`config.mk`:
```
export PLATFORM = sky130hd
export DESIGN_NAME = decode_ctrl_queue
export DESIGN_NICKNAME = d
export VERILOG_FILES = /design/src/rtl/decode_queue_pkg.sv /design/src/rtl/decode_queue_mem.sv /design/src/rtl/decode_ctrl_queue.sv
export SDC_FILE = /design/constraint.sdc
export NUM_CORES = 1
export LEC_CHECK = 0
export ABC_AREA = 1
export BUFFER_PORTS_ARGS = -buffer_cell sky130_fd_sc_hd__buf_2
export CORE_MARGIN = 2
export CORE_UTILIZATION = 60
export CTS_BUF_LIST = sky130_fd_sc_hd__clkbuf_8
export DETAILED_ROUTE_END_ITERATION = 6
export PLACE_DENSITY_LB_ADDON = 0.15
export SYNTH_ARGS = -nofsm -noshare
export SYNTH_HDL_FRONTEND = slang
export SYNTH_SLANG_ARGS = --single-unit
```
`constraint.sdc`:
```
create_clock -name CLK -period 7.75 [get_ports CLK]
set_input_delay 0.3875 -clock CLK [delete_from_list [all_inputs] [get_ports CLK]]
set_output_delay 0.3875 -clock CLK [all_outputs]
set_load 0.02 [all_outputs]
```
`src/rtl/decode_queue_pkg.sv`:
```
// Shared constants and helpers for the decode/execute control-bundle queue.
// The entry layout is {serial, excp, pc, ctrl}; widths are set by the user module.
package decode_queue_pkg;

    localparam int DQ_MIN_DEPTH = 2;
    localparam int DQ_CTRL_W_DEF = 96;
    localparam int DQ_PC_W_DEF = 32;

    // Default-width entry, for blocks that use the standard control word size
    typedef struct packed {
        logic                     serial;
        logic                     excp;
        logic [DQ_PC_W_DEF-1:0]   pc;
        logic [DQ_CTRL_W_DEF-1:0] ctrl;
    } dq_entry_t;

    // Pointer width for a power-of-two depth, never narrower than one bit
    function automatic int dq_ptr_w(input int depth);
        int w;
        w = $clog2(depth);
        return (w < 1) ? 1 : w;
    endfunction

endpackage

```
`src/rtl/decode_queue_mem.sv`:
```
// Entry storage for the decode queue: one write port, one asynchronous read port.
// Contents are never reset; validity is tracked entirely by the owning queue.
module decode_queue_mem #(
    parameter int DEPTH = 4,
    parameter int WIDTH = 130,
    parameter int AW    = 2
) (
    input  logic             clk,
    input  logic             we,
    input  logic [AW-1:0]    waddr,
    input  logic [WIDTH-1:0] wdata,
    input  logic [AW-1:0]    raddr,
    output logic [WIDTH-1:0] rdata
);

    logic [WIDTH-1:0] mem_reg [DEPTH];

    always_ff @(posedge clk) begin
        if (we) begin
            mem_reg[waddr] <= wdata;
        end
    end

    assign rdata = mem_reg[raddr];

endmodule

```
`src/rtl/decode_ctrl_queue.sv`:
```
// Elastic decode->execute buffer with optional same-cycle bypass, flush and a
// serialising fence that stops younger bundles until the serial one drains.
module decode_ctrl_queue
    import decode_queue_pkg::*;
#(
    parameter int DEPTH  = 4,
    parameter int CTRL_W = 96,
    parameter int PC_W   = 32,
    parameter int BYPASS = 1
) (
    input  logic                       CLK,
    input  logic                       RST,
    input  logic                       in_valid,
    output logic                       in_ready,
    input  logic [CTRL_W-1:0]          in_ctrl,
    input  logic [PC_W-1:0]            in_pc,
    input  logic                       in_excp,
    input  logic                       in_serial,
    output logic                       out_valid,
    input  logic                       out_ready,
    output logic [CTRL_W-1:0]          out_ctrl,
    output logic [PC_W-1:0]            out_pc,
    output logic                       out_excp,
    output logic                       out_serial,
    input  logic                       flush,
    output logic [$clog2(DEPTH+1)-1:0] count
);

    localparam int PTR_W = dq_ptr_w(DEPTH);
    localparam int CNT_W = $clog2(DEPTH + 1);

    typedef struct packed {
        logic              serial;
        logic              excp;
        logic [PC_W-1:0]   pc;
        logic [CTRL_W-1:0] ctrl;
    } entry_t;

    localparam int ENTRY_W = $bits(entry_t);

    logic [PTR_W-1:0] rd_ptr_reg, rd_ptr_next;
    logic [PTR_W-1:0] wr_ptr_reg, wr_ptr_next;
    logic [CNT_W-1:0] count_reg, count_next;
    logic             ser_block_reg, ser_block_next;

    entry_t in_entry;
    entry_t rd_entry;
    entry_t head;
    logic   empty;
    logic   full;
    logic   bypass_path;
    logic   enq;
    logic   deq;
    logic   bypass_take;
    logic   store;
    logic   pop;

    assign in_entry = '{serial: in_serial, excp: in_excp, pc: in_pc, ctrl: in_ctrl};

    decode_queue_mem #(
        .DEPTH (DEPTH),
        .WIDTH (ENTRY_W),
        .AW    (PTR_W)
    ) u_mem (
        .clk   (CLK),
        .we    (store),
        .waddr (wr_ptr_reg),
        .wdata (in_entry),
        .raddr (rd_ptr_reg),
        .rdata (rd_entry)
    );

    // Handshake qualification; in_ready deliberately ignores out_ready
    always_comb begin
        empty       = (count_reg == '0);
        full        = (count_reg == CNT_W'(DEPTH));
        bypass_path = (BYPASS != 0) && empty;
        in_ready    = !RST && !full && !ser_block_reg && !flush;
        out_valid   = !RST && !flush && (!empty || (bypass_path && in_valid));
        head        = bypass_path ? in_entry : rd_entry;
        enq         = in_valid && in_ready;
        deq         = out_valid && out_ready;
        // A bundle taken straight through never touches storage or the fence
        bypass_take = bypass_path && enq && deq;
        store       = enq && !bypass_take;
        pop         = deq && !bypass_path;
    end

    assign out_ctrl   = head.ctrl;
    assign out_pc     = head.pc;
    assign out_excp   = head.excp;
    assign out_serial = head.serial;
    assign count      = count_reg;

    always_comb begin
        rd_ptr_next    = rd_ptr_reg;
        wr_ptr_next    = wr_ptr_reg;
        count_next     = count_reg;
        ser_block_next = ser_block_reg;

        if (store) begin
            wr_ptr_next = wr_ptr_reg + PTR_W'(1);
        end
        if (pop) begin
            rd_ptr_next = rd_ptr_reg + PTR_W'(1);
        end

        case ({store, pop})
            2'b10:   count_next = count_reg + CNT_W'(1);
            2'b01:   count_next = count_reg - CNT_W'(1);
            default: count_next = count_reg;
        endcase

        // The serial entry is always the youngest, so popping it lifts the fence
        if (pop && rd_entry.serial) begin
            ser_block_next = 1'b0;
        end
        if (store && in_serial) begin
            ser_block_next = 1'b1;
        end

        if (flush) begin
            rd_ptr_next    = '0;
            wr_ptr_next    = '0;
            count_next     = '0;
            ser_block_next = 1'b0;
        end
    end

    always_ff @(posedge CLK or posedge RST) begin
        if (RST) begin
            rd_ptr_reg    <= '0;
            wr_ptr_reg    <= '0;
            count_reg     <= '0;
            ser_block_reg <= 1'b0;
        end else begin
            rd_ptr_reg    <= rd_ptr_next;
            wr_ptr_reg    <= wr_ptr_next;
            count_reg     <= count_next;
            ser_block_reg <= ser_block_next;
        end
    end

endmodule
```
# Word-level counts from Yosys, hierarchy flattened
# Memories as Yosys holds them, arrays and structs flattened.
# Index checks and enable logic that the tools add are counted.
[word_totals] reg_bits=8 latchBits=0 n_memories=1 mem_bits_ro=0 in_bits=135 word_cells=50 output_inout_bits=135 ramBits=520
[mem_list] memory="u_mem.mem_reg" words=4 width=130 rd=1 rd_ports_with_merged_regs=0 wr=1 line_no="decode_queue_mem.sv:16" source="logic [WIDTH-1:0] mem_reg [DEPTH];"
[classes] shifts=0 n_mul=0 eq_ne=3 div_mod_pow=0 n_lt_le_gt_ge=0 reduce_logical=26 bitwise_logic=0 addsub=4 mux=12
[ops] cell="$mux 130" count=1
[ops] cell="$logic_and 1x1->1" count=14
[ops] cell="$mux 2" count=4
[ops] cell="$logic_not 1->1" count=6
[ops] cell="$pmux 3 s2" count=1
[ops] cell="$reduce_bool 3->1" count=2
[ops] cell="$mux 1" count=5
[ops] cell="$add 2x1->2 const B" count=2
[ops] cell="$reduce_bool 2->1" count=2
[ops] cell="$add 3x1->3 const B" count=1
[ops] cell="$eq 3x3->1 const B" count=1
[ops] cell="$logic_not 3->1" count=1
[ops] cell="$mux 3" count=1
[ops] cell="$sub 3x1->3 const B" count=1
[ops] cell="$eq 2x1->1 const B" count=1
[ops] cell="$eq 2x2->1 const B" count=1
[ops] cell="$logic_or 1x1->1" count=1

# Depth between registers and ports, before layout
[logic_depth] word_depth=13 depth_mapped=12 depth_no_buf=12

# Modules after synthesis
# From an unflattened synthesis, not the netlist that was laid out.
[hier_totals] cells_unflattened=2531 hier_area_um2=24084.3
[by_module_without_submodules] module="decode_queue_mem" cells_each=2045 instances=1 area_per_inst_um2=21912.3
[by_module_without_submodules] module="decode_ctrl_queue" cells_each=486 instances=1 area_per_inst_um2=2172.1

# Worst setup path before layout
# No wires, ideal clock.
[synth_path] kind="reg-to-reg" from="register count_reg[0], in the netlist count[0]" to="memory u_mem.mem_reg[0][0] (enable)" path_stages_with_launch=7 setup_time_ps=621 path_slack_ps=713 period_less_slack_ps=7037 arrival_ps=6416 required_ps=7129 path_cell_list="dfrtp_1 -> nor2_4 -> nand2_1 -> nand3_2 -> nor2_4 -> o21ai_2 -> nor2_1"
[synth_between] elab_chain_len=12 word_cells_on_any_way=18 classes_between="eq/ne: 1; mux: 2; reduce/logical: 15"
[synth_rtl] element="from (decl)" line_no="decode_ctrl_queue.sv:43" source="logic [CNT_W-1:0] count_reg, count_next;"
[synth_rtl] element="from (signal assigned)" line_no="decode_ctrl_queue.sv:139" source="count_reg <= count_next;"
[synth_rtl] element="$eq 3x3->1" line_no="decode_ctrl_queue.sv:76" source="full = (count_reg == CNT_W'(DEPTH));"
[synth_rtl] element="$logic_not 1->1" line_no="decode_ctrl_queue.sv:78" source="in_ready = !RST && !full && !ser_block_reg && !flush;"
[synth_rtl] element="$logic_and 1x1->1 (3 in a row)" line_no="decode_ctrl_queue.sv:78"
[synth_rtl] element="$logic_and 1x1->1" line_no="decode_ctrl_queue.sv:81" source="enq = in_valid && in_ready;"
[synth_rtl] element="$logic_and 1x1->1 (2 in a row)" line_no="decode_ctrl_queue.sv:84" source="bypass_take = bypass_path && enq && deq;"
[synth_rtl] element="$logic_not 1->1" line_no="decode_ctrl_queue.sv:85" source="store = enq && !bypass_take;"
[synth_rtl] element="$logic_and 1x1->1 (*)" line_no="decode_ctrl_queue.sv:85"
[synth_rtl] element="$mux 1 (*)" line_no="decode_queue_mem.sv:19" source="if (we) begin"
[synth_rtl] element="$mux 1 (not written as such) (*)" line_no="decode_queue_mem.sv:20" source="mem_reg[waddr] <= wdata;"
[synth_rtl] element="to (decl)" line_no="decode_queue_mem.sv:16"
# Every way passes the cells marked *; elsewhere a longest branch is shown, timed or not.

# Worst setup path after layout
[layout_path] from="register rd_ptr_reg[0]" to="output out_ctrl[48]"
[layout_between] elab_chain_len=2
[layout_rtl] element="from (decl)" line_no="decode_ctrl_queue.sv:41" source="logic [PTR_W-1:0] rd_ptr_reg, rd_ptr_next;"
[layout_rtl] element="from (signal assigned)" line_no="decode_ctrl_queue.sv:137" source="rd_ptr_reg <= rd_ptr_next;"
[layout_rtl] element="$mem_v2 4x130"
[layout_rtl] element="$mux 130" line_no="decode_ctrl_queue.sv:80" source="head = bypass_path ? in_entry : rd_entry;"
[layout_rtl] element="to (decl)" line_no="decode_ctrl_queue.sv:21" source="output logic [CTRL_W-1:0] out_ctrl,"
# No other way between the ends.

==> reports/metrics.csv <==
metric;value;unit
status;completed;
async_flop_share;1.52;%
globalRoute.busiestLayer;met2;
worstSetupEndpointType;output port;
vias_per_cell;5.60;
ys_ff_latch;528;
overflow;0;
antenna_left;0;
placed_cells;2384;
rr_startpoint;count[2];
fin_crit_sh;57.5;%
cts_buffers;82;
htree_num_levels;3;
path_class;reg2out;
maxSlewHeadroom;26.8;%
yosysUniqueCellTypes;30;
critPathMaxFanout;154;
dp.final_hpwl;24800;um
hold_path_class;in2reg;
syn_avg_cell_area;12.2;um^2
final_nets;2278;
io_pins;270;
rsz0062_at_grt;false;
hold_violations;0;
grt_util_met1;34.4;%
grt_use_met2;41.5;%
synth_cells;1756;
fin_crit;4.46;ns
drive_gt1_share;17.9;%
tritoncts;done;
grt_pass1_wl;74000;um
mostFrequentLayoutCell;nor2_1;
finalSetupViolCount;0;
wirelength;48500;um
hold_slack;0.0478;ns
port_buffers;269;
fin_tns_setup;0;ns
cts_buffer_depth;3;
dieArea;37100;um^2
initialDrtViolationCount;1117;
root_buffer;clkbuf_8;
seq_area_frac_synth;74.0;%
synthToLayoutAreaGrowth;19.9;%
mostFrequentLayoutCells;nor2_1 (647), edfxtp_1 (520), buf_2 (269), o21ai_0 (163), dlygate4sd3_1 (131);
worstMarginPinSlew;1.10;ns
wl_per_cell;18.2;um
grt_pass1_vias;14400;
die_y;193;um
cp-startpoint;rd_ptr_reg[0];
start_kind;register;
synth_ff_type;edfxtp_1;
finalClockSkew;0.0178;ns
antenna_found_initial;3;
yosysWarnings;0;
largest_register_ffs;520;
dieWidth;193;um
final_cells;2664;
drtPass1Iterations;7;
synth_edf_count;520;
crit_required;7.36;ns
drc;0;
cp.arrival;4.07;ns
core;35300;um^2
clk_latency;0.64;ns
clock.fmax;224;MHz
track_usage;25.8;%
cts.clk_slew.worst_paths;0.06;ns
syn_area;21400;um^2
vias;14900;
cts_sinks;528;
grt_max_degree;164;
use_met3;5.42;%
maxCapViolCount;0;
rows;69;
leakage;0.00930;uW
hp-start;flush;
place.gp.congestion;0.813;
slew_violations;0;
max-vdd-ir-drop;0.267;mV
start_util;60.5;%
synth_nets;1896;
power.density;233;nW/um^2
worst paths after layout:
path	to	slack, ns	cells past startpoint
setup / recovery	out_ctrl[48]	3.29	5
hold / removal	rd_ptr_reg[1]	0.05	2
setup reg to reg	u_mem.mem_reg[1][65]	3.99	5
hold reg to reg	ser_block_reg	0.55	2
max in group asynchronous	rd_ptr_reg[1]	7.18	3
min in group asynchronous	wr_ptr_reg[1]	0.30	3
worst max-delay path, cell delays in order (launching register included):
cell and delay [ns]:
dfrtp_4 0.80, inv_6 0.86, buf_4 0.91, o21ai_0 0.22
a31oi_1 0.29, buf_2 0.23
per-stage QoR:
stage / utilization [%] / setup slack [ns] / total power (uW) / area [um^2]
after floorplan: - / 0.713 / 3680 / 21400
after CTS: 72.6 / 3.25 / 6000 / 25600
after global routing: 72.6 / 3.04 / 6190 / 25600
after detailed placement: 64.8 / 3.93 / 3930 / 22900
final: 72.6 / 3.29 / 5960 / 25600
after global placement: 64.8 / 3.97 / 3910 / 22900
cells by family (layout without fill, tap and decap cells):
logic type / Yosys count / after routing / share of synthesized area (%)
and+or+nand+nor: 690 / 690 / 12.5
DFF: 528 / 528 / 74.0
AOI/OAI and AO/OA: 398 / 398 / 10.1
buffers and inverters: 134 / 578 / 3.06
adders and majority gates: 5 / 5 / 0.328
xor gates and xnor gates: 1 / 1 / 0.0410
other: 0 / 3 / 0
cell usage after synthesis, types with 2 or more instances:
cell / count / area, um^2
nand4_1: 2 / 12.5
clkbuf_2: 5 / 25.0
nand2_1: 21 / 78.8
nor2_4: 3 / 33.8
buf_2: 71 / 355
nand3_1: 4 / 20.0
edfxtp_1: 520 / 15600
clkbuf_1: 25 / 93.8
a31oi_1: 129 / 807
buf_4: 7 / 52.6
a21oi_1: 2 / 10.0
buf_6: 4 / 45.0
inv_2: 4 / 15.0
nor2_1: 651 / 2440
ha_1: 4 / 50.1
inv_1: 15 / 56.3
o21ai_0: 163 / 816
nand3_2: 3 / 30.0
dfrtp_1: 8 / 200
buf_1: 3 / 11.3
nor3_1: 2 / 10.0
o21ai_1: 102 / 510
timing repair:
item	in CTS	in global routing
hold buffers	131	0
hold endpoints to repair	528	0
gates resized for setup	0	0
setup buffers	0	0
endpoints found under the setup margin	0	0
cell type report:
type	count	area [um^2]
Antenna cell	3	7.51
Clock buffer	85	1170
Clock inverter	61	250
Fill cell	2355	9680
Inverter	19	78.8
Multi-Input combinational cell	1094	4940
Sequential cell	528	15800
Tap cell	461	577
Timing Repair Buffer	413	2780
where the power goes:
part	switching (uW)	internal, uW
registers	13.5	3170
logic	500	240
clock network	1020	1010
total	1540	4430
layer usage:
layer	vias up	wire [um]
li1	7057	-
met1	7153	20100
met2	602	23200
met3	98	4020
met4	0	1220
met5	-	0
No activity file was read; power rests on OpenSTA's default activity.
